### src/rtl/alu_pkg.sv
// -----------------------------------------------------------------------------
// alu_pkg
// Shared definitions for the pipelined ALU: the opcode encoding, the bit
// positions inside the 4-bit status-flag vector, and a helper that packs the
// individual flag bits into that vector.
// No ports (package).
// -----------------------------------------------------------------------------
package alu_pkg;

    // Opcode width is fixed by the established instruction set.
    localparam int OPW = 3;

    // Bit positions inside flags[3:0] = {N, Z, C, V}.
    localparam int FLG_N = 3;
    localparam int FLG_Z = 2;
    localparam int FLG_C = 1;
    localparam int FLG_V = 0;

    typedef enum logic [OPW-1:0] {
        OP_ADD  = 3'b000,
        OP_SUB  = 3'b001,
        OP_INC  = 3'b010,
        OP_DEC  = 3'b011,
        OP_PASS = 3'b100,
        OP_NOT  = 3'b101,
        OP_OR   = 3'b110,
        OP_AND  = 3'b111
    } alu_op_e;

    // Place each flag at its named index so callers never depend on ordering.
    function automatic logic [3:0] pack_flags(input logic n,
                                              input logic z,
                                              input logic c,
                                              input logic v);
        logic [3:0] f;
        f        = '0;
        f[FLG_N] = n;
        f[FLG_Z] = z;
        f[FLG_C] = c;
        f[FLG_V] = v;
        return f;
    endfunction

endpackage

### src/rtl/alu_core.sv
// -----------------------------------------------------------------------------
// alu_core
// Purely combinational ALU datapath. Computes one of eight operations on two
// WIDTH-bit operands (modulo 2^WIDTH) and derives the N/Z/C/V status flags.
//
// Ports:
//   a       in   WIDTH  operand A
//   b       in   WIDTH  operand B
//   opcode  in   3      operation select (alu_op_e encoding)
//   result  out  WIDTH  operation result
//   flags   out  4      {N, Z, C, V}
// -----------------------------------------------------------------------------
module alu_core
    import alu_pkg::*;
#(
    parameter int WIDTH = 32
) (
    input  logic [WIDTH-1:0] a,
    input  logic [WIDTH-1:0] b,
    input  logic [OPW-1:0]   opcode,
    output logic [WIDTH-1:0] result,
    output logic [3:0]       flags
);

    localparam int MSB = WIDTH - 1;

    logic [WIDTH-1:0] operand;
    logic [WIDTH:0]   sum;
    logic [WIDTH:0]   diff;
    logic [WIDTH-1:0] res;
    logic             carry;
    logic             ovf;

    // inc/dec share the adder and subtractor with the constant 1 as the
    // second operand, so carry/borrow and overflow come out the same way.
    always_comb begin
        operand = b;
        if (alu_op_e'(opcode) == OP_INC || alu_op_e'(opcode) == OP_DEC) begin
            operand = {{(WIDTH-1){1'b0}}, 1'b1};
        end
    end

    // One extra bit: sum's top bit is the carry-out, diff's top bit goes high
    // exactly when the unsigned subtraction wraps, i.e. the borrow.
    assign sum  = {1'b0, a} + {1'b0, operand};
    assign diff = {1'b0, a} - {1'b0, operand};

    always_comb begin
        res   = '0;
        carry = 1'b0;
        ovf   = 1'b0;
        case (alu_op_e'(opcode))
            OP_ADD, OP_INC: begin
                res   = sum[MSB:0];
                carry = sum[WIDTH];
                // Same-sign operands producing a different-sign result.
                ovf   = (a[MSB] == operand[MSB]) && (sum[MSB] != a[MSB]);
            end
            OP_SUB, OP_DEC: begin
                res   = diff[MSB:0];
                carry = diff[WIDTH];
                // Opposite-sign operands where the result lost A's sign.
                ovf   = (a[MSB] != operand[MSB]) && (diff[MSB] != a[MSB]);
            end
            OP_PASS: res = a;
            OP_NOT:  res = ~a;
            OP_OR:   res = a | b;
            OP_AND:  res = a & b;
            default: res = '0;
        endcase
        result = res;
        flags  = pack_flags(res[MSB], (res == '0), carry, ovf);
    end

endmodule

### src/rtl/alu_pipe.sv
// -----------------------------------------------------------------------------
// alu_pipe
// Two-stage pipelined ALU with valid/ready handshakes on both sides.
// Stage 1 captures the operand bundle; stage 2 registers the alu_core result
// and flags. One operation per cycle, two cycles of latency when the consumer
// never stalls; back-pressure from out_ready ripples back to in_ready.
//
// Ports:
//   clk        in   1      rising-edge clock
//   rst_n      in   1      asynchronous active-low reset
//   enable     in   1      when low, no new bundles are accepted
//   in_valid   in   1      operand bundle valid
//   in_ready   out  1      bundle can be accepted this cycle
//   a          in   WIDTH  operand A
//   b          in   WIDTH  operand B
//   opcode     in   3      operation select
//   out_valid  out  1      result/flags valid
//   out_ready  in   1      consumer takes the result this cycle
//   result     out  WIDTH  operation result
//   flags      out  4      {N, Z, C, V}
// -----------------------------------------------------------------------------
module alu_pipe
    import alu_pkg::*;
#(
    parameter int WIDTH = 32
) (
    input  logic             clk,
    input  logic             rst_n,
    input  logic             enable,
    input  logic             in_valid,
    output logic             in_ready,
    input  logic [WIDTH-1:0] a,
    input  logic [WIDTH-1:0] b,
    input  logic [OPW-1:0]   opcode,
    output logic             out_valid,
    input  logic             out_ready,
    output logic [WIDTH-1:0] result,
    output logic [3:0]       flags
);

    logic             s1_valid;
    logic [WIDTH-1:0] s1_a;
    logic [WIDTH-1:0] s1_b;
    logic [OPW-1:0]   s1_op;
    logic             s2_valid;

    logic             s1_adv;
    logic             accept;
    logic             s2_load;
    logic [WIDTH-1:0] core_result;
    logic [3:0]       core_flags;

    // Stage 1 may hand its bundle on whenever stage 2 is empty or draining.
    // in_ready depends only on pipeline state and enable, never on in_valid.
    assign s1_adv   = !s2_valid || out_ready;
    assign in_ready = enable && (!s1_valid || s1_adv);
    assign accept   = in_valid && in_ready;
    assign s2_load  = s1_valid && s1_adv;

    // An accept wins over the advance, so back-to-back bundles refill stage 1
    // in the same edge that its previous content moves into stage 2.
    always_ff @(posedge clk or negedge rst_n) begin
        if (!rst_n) begin
            s1_valid <= 1'b0;
            s1_a     <= '0;
            s1_b     <= '0;
            s1_op    <= '0;
        end else if (accept) begin
            s1_valid <= 1'b1;
            s1_a     <= a;
            s1_b     <= b;
            s1_op    <= opcode;
        end else if (s1_adv) begin
            s1_valid <= 1'b0;
        end
    end

    alu_core #(
        .WIDTH (WIDTH)
    ) u_core (
        .a      (s1_a),
        .b      (s1_b),
        .opcode (s1_op),
        .result (core_result),
        .flags  (core_flags)
    );

    // A load takes priority over emptying, so a handshake coinciding with a
    // new result keeps out_valid high. While stalled nothing here changes.
    always_ff @(posedge clk or negedge rst_n) begin
        if (!rst_n) begin
            s2_valid <= 1'b0;
            result   <= '0;
            flags    <= '0;
        end else if (s2_load) begin
            s2_valid <= 1'b1;
            result   <= core_result;
            flags    <= core_flags;
        end else if (out_ready) begin
            s2_valid <= 1'b0;
        end
    end

    assign out_valid = s2_valid;

endmodule
### config.mk
export PLATFORM = sky130hd
export DESIGN_NAME = alu_pipe
export DESIGN_NICKNAME = d
export VERILOG_FILES = /design/src/rtl/alu_pkg.sv /design/src/rtl/alu_core.sv /design/src/rtl/alu_pipe.sv
export SDC_FILE = /design/constraint.sdc
export NUM_CORES = 1
export LEC_CHECK = 0
export ABC_AREA = 0
export BUFFER_PORTS_ARGS = -buffer_cell sky130_fd_sc_hd__buf_2
export CELL_PAD_IN_SITES_DETAIL_PLACEMENT = 1
export CELL_PAD_IN_SITES_GLOBAL_PLACEMENT = 1
export CORE_ASPECT_RATIO = 1.25
export CORE_MARGIN = 2
export CORE_UTILIZATION = 41
export DETAILED_ROUTE_END_ITERATION = 16
export PLACE_DENSITY = 0.77
export RECOVER_POWER = 100
export SETUP_SLACK_MARGIN = 0.5
export SYNTH_ARGS = -nofsm -noshare
export SYNTH_HDL_FRONTEND = slang
export SYNTH_SLANG_ARGS = --single-unit
### constraint.sdc
create_clock -name clk -period 4.65 [get_ports clk]
set_input_delay 0.465 -clock clk [delete_from_list [all_inputs] [get_ports clk]]
set_output_delay 0.465 -clock clk [all_outputs]
set_load 0.005 [all_outputs]
Yosys cells after proc, flatten, opt, wreduce, memory -nomap -nowiden
Cells that the tools add are included.
{"block": "op_classes", "add_sub_neg": 2, "n_mul": 0, "div_mod_pow": 0, "n_lt_le_gt_ge": 0, "n_eq_ne": 11, "shifts": 0, "mux": 8, "bitwise": 3, "n_reduce_logical": 16}
{"op": "$pmux W32 S6", "count": 1}
{"op": "$add A32 B32 Y33", "count": 1}
{"op": "$sub A32 B32 Y33", "count": 1}
{"op": "$and A32 B32 Y32", "count": 1}
{"op": "$logic_not A32 Y1", "count": 1}
{"op": "$mux W32", "count": 1}
{"op": "$not A32 Y32", "count": 1}
{"op": "$or A32 B32 Y32", "count": 1}
{"op": "$eq A3 B3 Y1 const B", "count": 4}
{"op": "$eq A3 B2 Y1 const B", "count": 2}
{"op": "$logic_and A1 B1 Y1", "count": 5}
{"op": "$mux W1", "count": 4}
{"op": "$pmux W1 S2", "count": 2}
{"op": "$reduce_bool A2 Y1", "count": 2}
{"op": "$reduce_or A2 Y1", "count": 2}
{"op": "$eq A3 B1 Y1 const B", "count": 1}
{"op": "$logic_not A3 Y1", "count": 1}
{"op": "$logic_or A1 B1 Y1", "count": 3}
{"op": "$ne A1 B1 Y1", "count": 3}
{"op": "$logic_not A1 Y1", "count": 2}
{"op": "$eq A1 B1 Y1", "count": 1}
{"block": "totals", "register_bits": 105, "latchBits": 0, "ram_bits": 0, "mem_bits_ro": 0, "input_bits": 72, "out_inout_bits": 38, "word_cells": 47, "n_memories": 0}

Depth between registers and ports, before layout
Gate-level depths: netlist of run 1.
{"block": "logic_depth", "depth_word": 7, "mapped_depth": 20, "mapped_depth_nobuf": 17}

Modules after synthesis
From an unflattened synthesis of run 1, not the netlist that was laid out.
{"block": "unflattened", "hier_cells": 1133, "hier_area_um2": 9694.3}
{"module": "alu_core", "n_inst": 1, "cells_each": 907, "area_per_inst_um2": 5665.4, "seq_area_each_um2": 0.0}
{"module": "alu_pipe", "n_inst": 1, "cells_each": 226, "area_per_inst_um2": 4028.9, "seq_area_each_um2": 2627.5}

Worst setup path after synthesis of run 1
No wires, ideal clock.
{"block": "synth_timing", "path_type": "flip-flop to flip-flop", "from": "register s1_op[2]", "to": "register flags[2]", "setup_ns": 0.066, "arrival_ns": 4.590, "required_time_ns": 4.584, "setup_slack_ns": -0.006, "path_stages_with_launch": 21, "n_path_buf": 5, "period_less_slack_ns": 4.656, "path_cell_list": "dfrtp_1 > clkbuf_1 > inv_1 > clkbuf_1 > clkbuf_1 > nand2_1 > clkbuf_1 > nand2_1 > ha_1 > buf_6 > or4_4 > or3_4 > a2111oi_4 > o311a_1 > o41ai_1 > a21oi_1 > mux2_2 > o31ai_1 > o211a_1 > nand4_1 > nand2_1"}
{"block": "synth_between", "elab_chain_cells": 6, "word_cells_on_any_way": 16, "cone_classes": "2 x add/sub; 7 x eq/ne; 2 x mux; 5 x reduce/logical"}
{"element": "from (decl)", "line": "alu_pipe.sv:44", "text": "logic [OPW-1:0] s1_op;"}
{"element": "from (signal assigned)", "line": "alu_pipe.sv:72", "text": "s1_op <= opcode;"}
{"element": "$eq A3 B2 Y1", "line": "alu_core.sv:38, alu_core.sv:52"}
{"element": "$logic_or A1 B1 Y1", "line": "alu_core.sv:38", "text": "if (alu_op_e'(opcode) == OP_INC || alu_op_e'(opcode) == OP_DEC) begin"}
{"element": "$mux W32", "line": "alu_core.sv:38"}
{"element": "$sub A32 B32 Y33 / $add A32 B32 Y33 (equally long branches)", "line": "alu_core.sv:46, alu_core.sv:45"}
{"element": "$pmux W32 S6 (*)", "line": "alu_core.sv:52", "text": "case (alu_op_e'(opcode))"}
{"element": "$logic_not A32 Y1 (*)", "line": "alu_core.sv:72", "text": "flags = pack_flags(res[MSB], (res == '0), carry, ovf);"}
{"element": "to (signal assigned)", "line": "alu_pipe.sv:98", "text": "flags <= core_flags;"}
{"element": "to (decl)", "line": "alu_pipe.sv:38", "text": "output logic [3:0] flags"}
Every way passes the cells marked *; elsewhere a longest branch is shown, timed or not.
A chain may end at the register's enable or synchronous reset.

Worst setup path in the final report of run 1
Ends and elaborated chain as after synthesis.

==> results of run 1 <==
[cells in the mapped netlist, drive strengths merged, types with 16 or more instances]
cell type | n | share of area [%]
nand2 | 112 | 4.6
ha | 73 | 10
clkbuf | 44 | 1.8
nor2 | 61 | 2.5
nand2b | 24 | 1.6
a31oi | 16 | 1.1
o21ai | 85 | 4.6
nor3 | 23 | 1.3
mux2 | 88 | 11
o211ai | 22 | 1.8
nand3 | 24 | 1.4
buf | 17 | 0.89
mux2i | 21 | 2.3
a21oi | 73 | 4.0
inv | 60 | 2.5
dfrtp | 104 | 28
[registers in the layout, indices dropped and copies added (netlist names)]
name,flops
result,32
s1_a,32
s1_b,32
flags,3
s1_op,3
out_valid,1
s1_valid,1
[how the worst min path moves through the flow]
| stage | start | cells past startpoint | end | slack (ps) |
|---|---|---|---|---|
| after floorplan | rst_n | 0 | flags[0] | 170 |
| after global placement | flags[1] | 2 | flags[1] | 460 |
| after detailed placement | result[28] | 2 | result[28] | 470 |
| after CTS | rst_n | 1 | s1_a[25] | 230 |
| after global routing | a[28] | 2 | s1_a[28] | 320 |
| final | a[29] | 2 | s1_a[29] | 320 |
[power by group through the flow]
stage / Combinational, mW / Clock, mW / Sequential [mW]
after global routing: 3.39 / 0.866 / 1.42
after CTS: 3.08 / 0.834 / 1.38
final: 3.10 / 0.812 / 1.38
after detailed placement: 3.06 / 0 / 1.40
after global placement: 3.00 / 0 / 1.39
after floorplan: 2.09 / 0 / 1.33
[cells by family after synthesis]
| logic type | Yosys count |
|---|---|
| buffers and inverters | 122 |
| adders and majority gates | 75 |
| and+or+nand+nor | 318 |
| muxes | 109 |
| AOI/OAI and AO/OA | 325 |
| DFF | 104 |
| xor gates and xnor gates | 24 |
[worst reg2reg max path: cells and delay by family (launching register included)]
family          cells  cell delay, ps
fa+ha+maj           1             270
flops               1             370
compound gates      3             860
simple gates       10            2210
buf+inv             2             380
[cell type report]
class / instances / area (sq um)
Sequential cell: 104 / 2600
Clock inverter: 6 / 76.3
Tap cell: 283 / 354
Clock buffer: 10 / 229
Multi-Input combinational cell: 851 / 6150
Inverter: 61 / 230
Timing Repair Buffer: 132 / 692
Fill cell: 2700 / 11800
[metrics by stage]
| step | total power, mW | hold WS, ps | cells | cell area, sq um | utilization [%] |
|---|---|---|---|---|---|
| final | 5.29 | 321 | 1447 | 10300 | 46.7 |
| after CTS | 5.30 | 227 | 1446 | 10300 | 46.6 |
| after global placement | 4.38 | 460 | 1430 | 10000 | 45.3 |
| after floorplan | 3.43 | 169 | 1077 | 9260 | - |
| after detailed placement | 4.46 | 469 | 1430 | 10000 | 45.3 |
| after global routing | 5.67 | 316 | 1447 | 10300 | 46.7 |
[layer usage]
metal,GRT usage [%],up-vias,share of wire [%],wire [microns]
met5,0,-,0,0
met2,51.5,194,54,17400
met4,18.1,0,6.9,2240
met3,3.15,98,2.5,805
li1,-,4103,-,-
met1,29.0,4359,37,12000
[timing repair]
| item | in CTS | in global routing |
|---|---|---|
| resized for setup | 0 | 19 |
| setup endpoints to repair | 0 | 4 |
| hold buffers | 0 | 0 |
| setup buffers | 0 | 1 |
==> impl_metrics.toml, run 1 <==
[sta]
period_needed_ps = 4160
finalCritPeriodShare_pct = 89.4
setup_viol_count_final = 0
tightest_slew_ps = 3420
worst_clock_skew_ps = 10.0
hold_viol = 0
layout_setup_ws_ps = 493
finalSetupTns_ps = 0
maxClockFrequency_ghz = 0.241
finalMaxSlewViolations = 63
rsz0062_at_grt = "no"
slew-limit-headroom_pct = -128

[power]
p_comb_share_pct = 58.5
clock_power_share_pct = 15.4
cellInternalPower_mw = 2.78
power.sequential.fraction_pct = 26.1
p_sw_share_pct = 47.4
net-switching-power_mw = 2.51
powerDensity_nw_per_um2 = 512
vdd_drop_max_v = 0.000231
power_leakage_nw = 4.69

[clock_network]
cts_sinks = 104
htreeDepth = 3
clkTransAtPathRegs_ps = 80
cts_buffers = 9
clock_tree_root_buffer_cell = "clkbuf_16"
cts.path.max_buffers = 2
tritoncts_clock_tree = "yes"
clkLatencyLatePin_ps = 370

[route]
avgRoutedWirePerCell_microns = 22.5
vias = 8754
antenna_violating_nets_post_route = 0
drt-vias-per-instance = 6.05
drt_first_iter_violations = 320
drc_errors = 0
drtPass1Iterations = 4
detail_route.wirelength_microns = 32500

[grt]
grt_pass1_vias = 9015
total_global_route_track_usage_pct = 27.7
grt_max_degree = 63
grt_first_pass_wirelength_microns = 49700
grt_overflow_total = 0
antenna_found_initial = 0

[cells_and_area]
final_layout_size_suffix_gt1_share_pct = 21.1
most_common_library_cell_in_the_layout_ignoring_fill_and_taps = "nand2_1"
n_antenna_cell = 0
syn2layout_area_growth_pct = 12.7
num-nets-final = 1306
layout.cells.most_common_list = "nand2_1 (110), dfrtp_1 (103), buf_2 (92)"

[outcome]
status = "complete, but fails checks"
failing_checks = "capacitance limit, slew limit"

[critical_path]
path_max_fanout = 14
timing.critical_path.from_type = "register"
worst_path_max_delay_cell = "or4_4"
worstPathCellList = "clkinvlp_2 > nand2_8 > nand2_1 > ha_1 > buf_4 > or4_4 > or3_4 > a2111oi_4 > o311a_1 > or3_4 > nand3_2 > and4_2 > o31a_1 > nor4b_2 > nand4_1 > nand2_1"
crit_buf_inv = 2
rr_endpoint = "flags[2]"
r2r.worst_path.cells = 16
critPathKind = "reg -> reg"
worstSetupStartpoint = "s1_op[2]"
timing.critical_path.required_ps = 4950
crit-reg2reg-launch = "s1_op[2]"
cp.arrival_ps = 4460
crit_path_max_incr_delay_ps = 500
critPathCapture = "flags[2]"
cp-end-kind = "register"
reg2reg_setup_slack_ps = 490
critical-path-top-delay-family = "simple AND/OR/NAND/NOR gates"
crit_cells = 16

[yosys]
syn-mean-instance-area_sq_um = 8.52
synthesized_area_fraction_occupied_by_ao_oa_aoi_and_oai_cells_pct = 23.7
synthesis.instances = 1077
synth_flop_cell = "dfrtp_1"
synth_enable_flop_cells = 0
synth_simple_gate_area_share_pct = 17.0
synth-xor-area-share_pct = 2.29
ys.warnings.count = 0
synth_seq_cells = 104
synth_top_family_by_area = "compound AO/OA/AOI/OAI gates"
proportion_of_synthesized_area_in_mux_cells_pct = 13.1
yosys.area_share.adder_pct = 10.4
asyncSetResetFlopFracSynth_pct = 100
post_synth_num_cell_types = 76
post_synthesis_sequential_area_ratio_pct = 28.4
synth.net_count = 1224
syn_area_sq_um = 9170

[hold_path]
min-delay-path-class = "in -> reg"

[die]
fp.coreArea_sq_um = 22100
std_cell_rows = 61
floorplan.initialDensity_pct = 41.4
floorplan.die.height_microns = 171
io-pin-count = 110
die-width_microns = 138
dieArea_sq_um = 23600

[place]
dp_worst_setup_slack_ps = 633
routabilityCongestion = 0.953
dp.final_hpwl_microns = 25400
portBuffers = 109

[run]
maxCapViolations = 1
(Power assumes the default switching activity.)
==> run 2, diff against run 1 <==
CORE_UTILIZATION = 49   (was 41)
PLACE_DENSITY = 0.87   (was 0.77)
clock period = 4.9 ns   (was 4.65 ns; I/O delays follow)
==> run 2 against run 1 <==
  * The flow still finishes with violations (capacitance limit, slew limit)
  * Die area decreased by 16%
  * Largest power group unchanged
  * Critical endpoint unchanged
  * Clock-buffer cell count down 1
  * Global-route usage rose by 5.4 points
==> impl_metrics.toml, run 2 (same netlist as run 1, synthesis figures left out) <==
[route]
antenna_violating_nets_post_route = 0
drt-vias-per-instance = 6.36
detail_route.wirelength_microns = 32400
avgRoutedWirePerCell_microns = 23.3
drc_errors = 0
drt_first_iter_violations = 529
vias = 8846
drtPass1Iterations = 5

[die]
die-width_microns = 126
io-pin-count = 110
floorplan.initialDensity_pct = 50.3
floorplan.die.height_microns = 157
dieArea_sq_um = 19800
fp.coreArea_sq_um = 18200
std_cell_rows = 55

[power]
vdd_drop_max_v = 0.000209
p_sw_share_pct = 48.0
cellInternalPower_mw = 2.62
powerDensity_nw_per_um2 = 494
p_comb_share_pct = 58.4
power_leakage_nw = 4.62
net-switching-power_mw = 2.42
power.sequential.fraction_pct = 26.1
clock_power_share_pct = 15.5

[sta]
tightest_slew_ps = 3010
rsz0062_at_grt = "no"
finalCritPeriodShare_pct = 89.9
finalMaxSlewViolations = 94
slew-limit-headroom_pct = -101
hold_viol = 0
setup_viol_count_final = 0
worst_clock_skew_ps = 12.6
period_needed_ps = 4410
finalSetupTns_ps = 0
maxClockFrequency_ghz = 0.227

[place]
portBuffers = 109
placed_cell_area_sq_um = 9920
dp.final_hpwl_microns = 24600
routabilityCongestion = 1.02

[cells_and_area]
top_regs = "result: 32 flops, s1_a: 32 flops, s1_b: 32 flops"
most_common_library_cell_in_the_layout_ignoring_fill_and_taps = "nand2_1"
final_layout_size_suffix_gt1_share_pct = 18.8
num-nets-final = 1304
n_antenna_cell = 0
layout.cells.most_common_list = "nand2_1 (111), dfrtp_1 (104), mux2_2 (87)"
syn2layout_area_growth_pct = 11.2
finish.instance_area_sq_um = 10200

[critical_path]
critPathKind = "reg -> reg"
cp-end-kind = "register"
crit-reg2reg-launch = "s1_op[1]"
crit_cells = 15
r2r.worst_path.cells = 15
crit_path_max_incr_delay_ps = 490
rr_endpoint = "flags[2]"
reg2reg_setup_slack_ps = 490
worst_path_max_delay_cell = "or4_1"
crit_buf_inv = 1
critical-path-top-delay-family = "simple AND/OR/NAND/NOR gates"
path_max_fanout = 12
cp.arrival_ps = 4650
worstPathCellList = "nand2_1 > buf_4 > nand2_1 > ha_1 > nor2b_1 > or3_1 > or4_1 > nor3_1 > o21ai_0 > or3_1 > a2111o_1 > o211ai_1 > a31oi_1 > nand4_1 > nand2_1"
timing.critical_path.from_type = "register"
worst_path_most_repeated_cell = "nand2_1"
timing.critical_path.required_ps = 5150

[clock_network]
clkTransAtPathRegs_ps = 80
cts.path.max_buffers = 2
htreeDepth = 3
clkLatencyLatePin_ps = 370
cts.repair_timing.setup_buffer_count = 0
cts_buffers = 9
tritoncts_clock_tree = "yes"
cts_sinks = 104
clock_tree_root_buffer_cell = "clkbuf_16"

[grt]
total_global_route_track_usage_pct = 33.1
grt_max_degree = 57
grt_pass1_vias = 9304
grt_overflow_total = 0
grt_first_pass_wirelength_microns = 51500
antenna_found_initial = 0

[run]
maxCapViolations = 3

[outcome]
status = "complete, but fails checks"
failing_checks = "capacitance limit, slew limit"

[hold_path]
hold_startpoint = "b[4]"
min-delay-path-class = "in -> reg"
worstHoldPathCells = 2
min_delay_worst_endpoint = "s1_b[4]"
==> run 2: stage by stage <==
| stage | hold slack, ps | worst slack [ps] | util, % | power [mW] | cells |
|---|---|---|---|---|---|
| final | 347 | 494 | 55.9 | 5.03 | 1390 |
| after global routing | 346 | 243 | 55.9 | 5.39 | 1390 |
| after CTS | 197 | 527 | 56.2 | 5.03 | 1390 |
| after detailed placement | 470 | 497 | 54.4 | 4.22 | 1374 |
| after global placement | 456 | 570 | 54.4 | 4.15 | 1374 |
| after floorplan | 194 | 523 | - | 3.23 | 1077 |
==> run 2: cell type report <==
cell class	count	area (sq um)
Fill cell	2209	8040
Multi-Input combinational cell	851	6120
Sequential cell	104	2600
Timing Repair Buffer	130	649
Tap cell	228	285
Inverter	61	229
Clock buffer	9	225
Clock inverter	7	86.3
==> run 2: worst max path at each step <==
stage	from	end	slack, ps
6_report	s1_op[1]	flags[2]	490
5_1_grt	s1_op[2]	flags[2]	240
4_1_cts	s1_op[1]	flags[2]	530
3_5_place_dp	s1_op[1]	flags[2]	500
3_3_place_gp	s1_op[2]	flags[2]	570
2_1_floorplan	s1_op[2]	flags[2]	520
==> run 2: power groups by stage <==
stage / Clock, mW / Combinational (mW) / Sequential (mW)
final: 0.779 / 2.94 / 1.31
after global routing: 0.821 / 3.22 / 1.34
after CTS: 0.796 / 2.93 / 1.31
after detailed placement: 0 / 2.90 / 1.32
after global placement: 0 / 2.85 / 1.30
after floorplan: 0 / 1.96 / 1.26
==> run 2: per-layer routing <==
layer	up-vias	track usage (%)	part of all wire, %
li1	4109	-	-
met2	249	59.4	51
met4	0	14.4	4.1
met3	72	3.50	4.4
met1	4416	40.1	40
met5	-	0	0
==> run 2: repair_timing <==
action                                  4_1_cts  5_1_grt
gates resized for setup                       2        9
gates cloned                                  0        0
hold buffers                                  0        0
endpoints found under the setup margin        1        7
==> run 2: worst register-to-register path: cells and delay by family, from the launching register on <==
kind | cells | cell delay (ps)
fa+ha+maj | 1 | 410
simple gates | 9 | 2320
compound gates | 4 | 850
buf+inv | 1 | 300
flops | 1 | 410
==> run 3, diff against run 2 <==
GPL_ROUTABILITY_DRIVEN = 0   (was not set)
SETUP_SLACK_MARGIN = not set   (was 0.5)
==> run 3 against run 2 <==
  * The run still ends with capacitance limit, slew limit left
  * Sequential cell count stayed put
  * Sequential power hardly changed
  * Combinational power is 1% lower
  * Via count is 2.1% higher
  * First-iteration DRC count is 7.8% higher
  * Register-to-register slack worse by 250 ps
  * Fmax is 5.3% lower
  * Largest cell class unchanged
  * Largest power group unchanged
  * Highest routed layer unchanged
==> impl_metrics.toml, run 3 (same netlist as run 1, synthesis figures left out) <==
[sta]
finalCritPeriodShare_pct = 95.0
hold_viol = 0
rsz0062_at_grt = "no"
slew-limit-headroom_pct = -123
maxClockFrequency_ghz = 0.215
worst_clock_skew_ps = 9.46
setup_viol_count_final = 0
finalMaxSlewViolations = 138
tightest_slew_ps = 3350
finalSetupTns_ps = 0
period_needed_ps = 4650

[power]
power_leakage_nw = 4.63
powerDensity_nw_per_um2 = 490
total_power_mw = 4.95
vdd_drop_max_v = 0.000245

[route]
drtPass1Iterations = 5
met3_length_microns = 1420
detail_route_met2_wl_microns = 17600
drt-vias-per-instance = 6.54
route.top_layer_used = "met4"
vias = 9031
antenna_violating_nets_post_route = 0
drt_first_iter_violations = 570
detail_route.wirelength_microns = 33000
met1Wirelength_microns = 11600
drc_errors = 0
avgRoutedWirePerCell_microns = 23.9

[place]
placed_cell_area_sq_um = 9850
portBuffers = 109
dp.final_hpwl_microns = 25000
dpl.cell_count = 1365

[clock_network]
cts.repair_timing.setup_buffer_count = 0
cts_buffers = 9
clkTransAtPathRegs_ps = 80
htreeDepth = 3
tritoncts_clock_tree = "yes"
post_cts_resized = 0
clock_tree_root_buffer_cell = "clkbuf_16"
cts_sinks = 104
cts.path.max_buffers = 2
cts_hold_buf = 0
clkLatencyLatePin_ps = 370

[outcome]
failing_checks = "capacitance limit, slew limit"
status = "complete, but fails checks"

[grt]
grt_overflow_total = 0
grt_max_degree = 58
grt_pass1_vias = 9493
grt_first_pass_wirelength_microns = 51500
total_global_route_track_usage_pct = 33.1
antenna_found_initial = 0

[die]
floorplan.die.height_microns = 157
io-pin-count = 110
dieArea_sq_um = 19800
die-width_microns = 126
std_cell_rows = 55
floorplan.initialDensity_pct = 50.3
fp.coreArea_sq_um = 18200

[cells_and_area]
finish.instance_area_sq_um = 10100
stdcell_count = 1381
top_regs = "result: 32 flops, s1_a: 32 flops, s1_b: 32 flops"
most_common_library_cell_in_the_layout_ignoring_fill_and_taps = "nand2_1"
syn2layout_area_growth_pct = 10.2
num-nets-final = 1295
n_antenna_cell = 0
layout.cells.most_common_list = "nand2_1 (111), dfrtp_1 (103), buf_2 (93)"
final_layout_size_suffix_gt1_share_pct = 19.3

[run]
maxCapViolations = 3

[hold_path]
min-delay-path-class = "in -> reg"

[critical_path]
path_max_fanout = 11
critPathKind = "reg -> reg"
cp-end-kind = "register"
timing.critical_path.from_type = "register"
timing.critical_path.required_ps = 5200
cp.arrival_ps = 4960
run 3: changes by cell type in the layout (fill, tap and decap cells not counted), moves of 2 or more:
cell and change:
buf_2 +19, buf_4 -9, clkbuf_1 -18, inv_6 +2, mux2_1 +2, mux2_2 -2
o31ai_1 +2, o31ai_2 -2
run 3: where the power goes:
part	internal, mW	switching [mW]
clock network	0.360	0.388
registers	1.09	0.215
logic	1.11	1.79
total	2.56	2.39
run 3: final timing paths:
| path | start | endpoint | slack [ps] | depth (start not counted) |
|---|---|---|---|---|
| min in group asynchronous | rst_n | result[28] | 1230 | 1 |
| max reg2reg | s1_op[2] | flags[2] | 250 | 16 |
| min | a[27] | s1_a[27] | 340 | 2 |
| max | s1_op[2] | flags[2] | 250 | 16 |
| min reg2reg | result[28] | result[28] | 480 | 2 |
| max in group asynchronous | rst_n | s1_b[5] | 1150 | 2 |
run 3: layer usage:
layer	global-route usage [%]	vias up
met2	60.8	357
met5	0	-
met3	4.76	146
li1	-	4085
met4	23.5	0
met1	34.5	4443
run 3: cell type report:
cell class / count / area [sq um]
timing repair buffer: 121 / 606
fill: 2223 / 8130
multi-input combinational: 851 / 6100
inverter: 61 / 229
sequential: 104 / 2600
clock inverter: 6 / 57.6
clock buffer: 10 / 229
tap: 228 / 285
run 3: critical path, stage by stage (launching register included):
cell,delay (ps)
dfrtp_1,360
inv_1,60
nand2_1,330
buf_4,250
nand2_1,160
ha_1,360
nor2b_1,70
o21ai_0,780
a2111oi_4,210
o311a_1,400
o41ai_1,450
a21oi_1,140
mux2_2,290
o31ai_1,340
o211a_1,210
nand4_1,100
nand2_1,90
run 3: through the flow:
step	setup slack (ps)	utilization, %	hold WS [ps]
floorplan	244	-	194
global placement	569	54.0	460
detailed placement	412	54.0	467
CTS	303	55.6	228
global route	89.0	55.4	345
finish	246	55.4	344
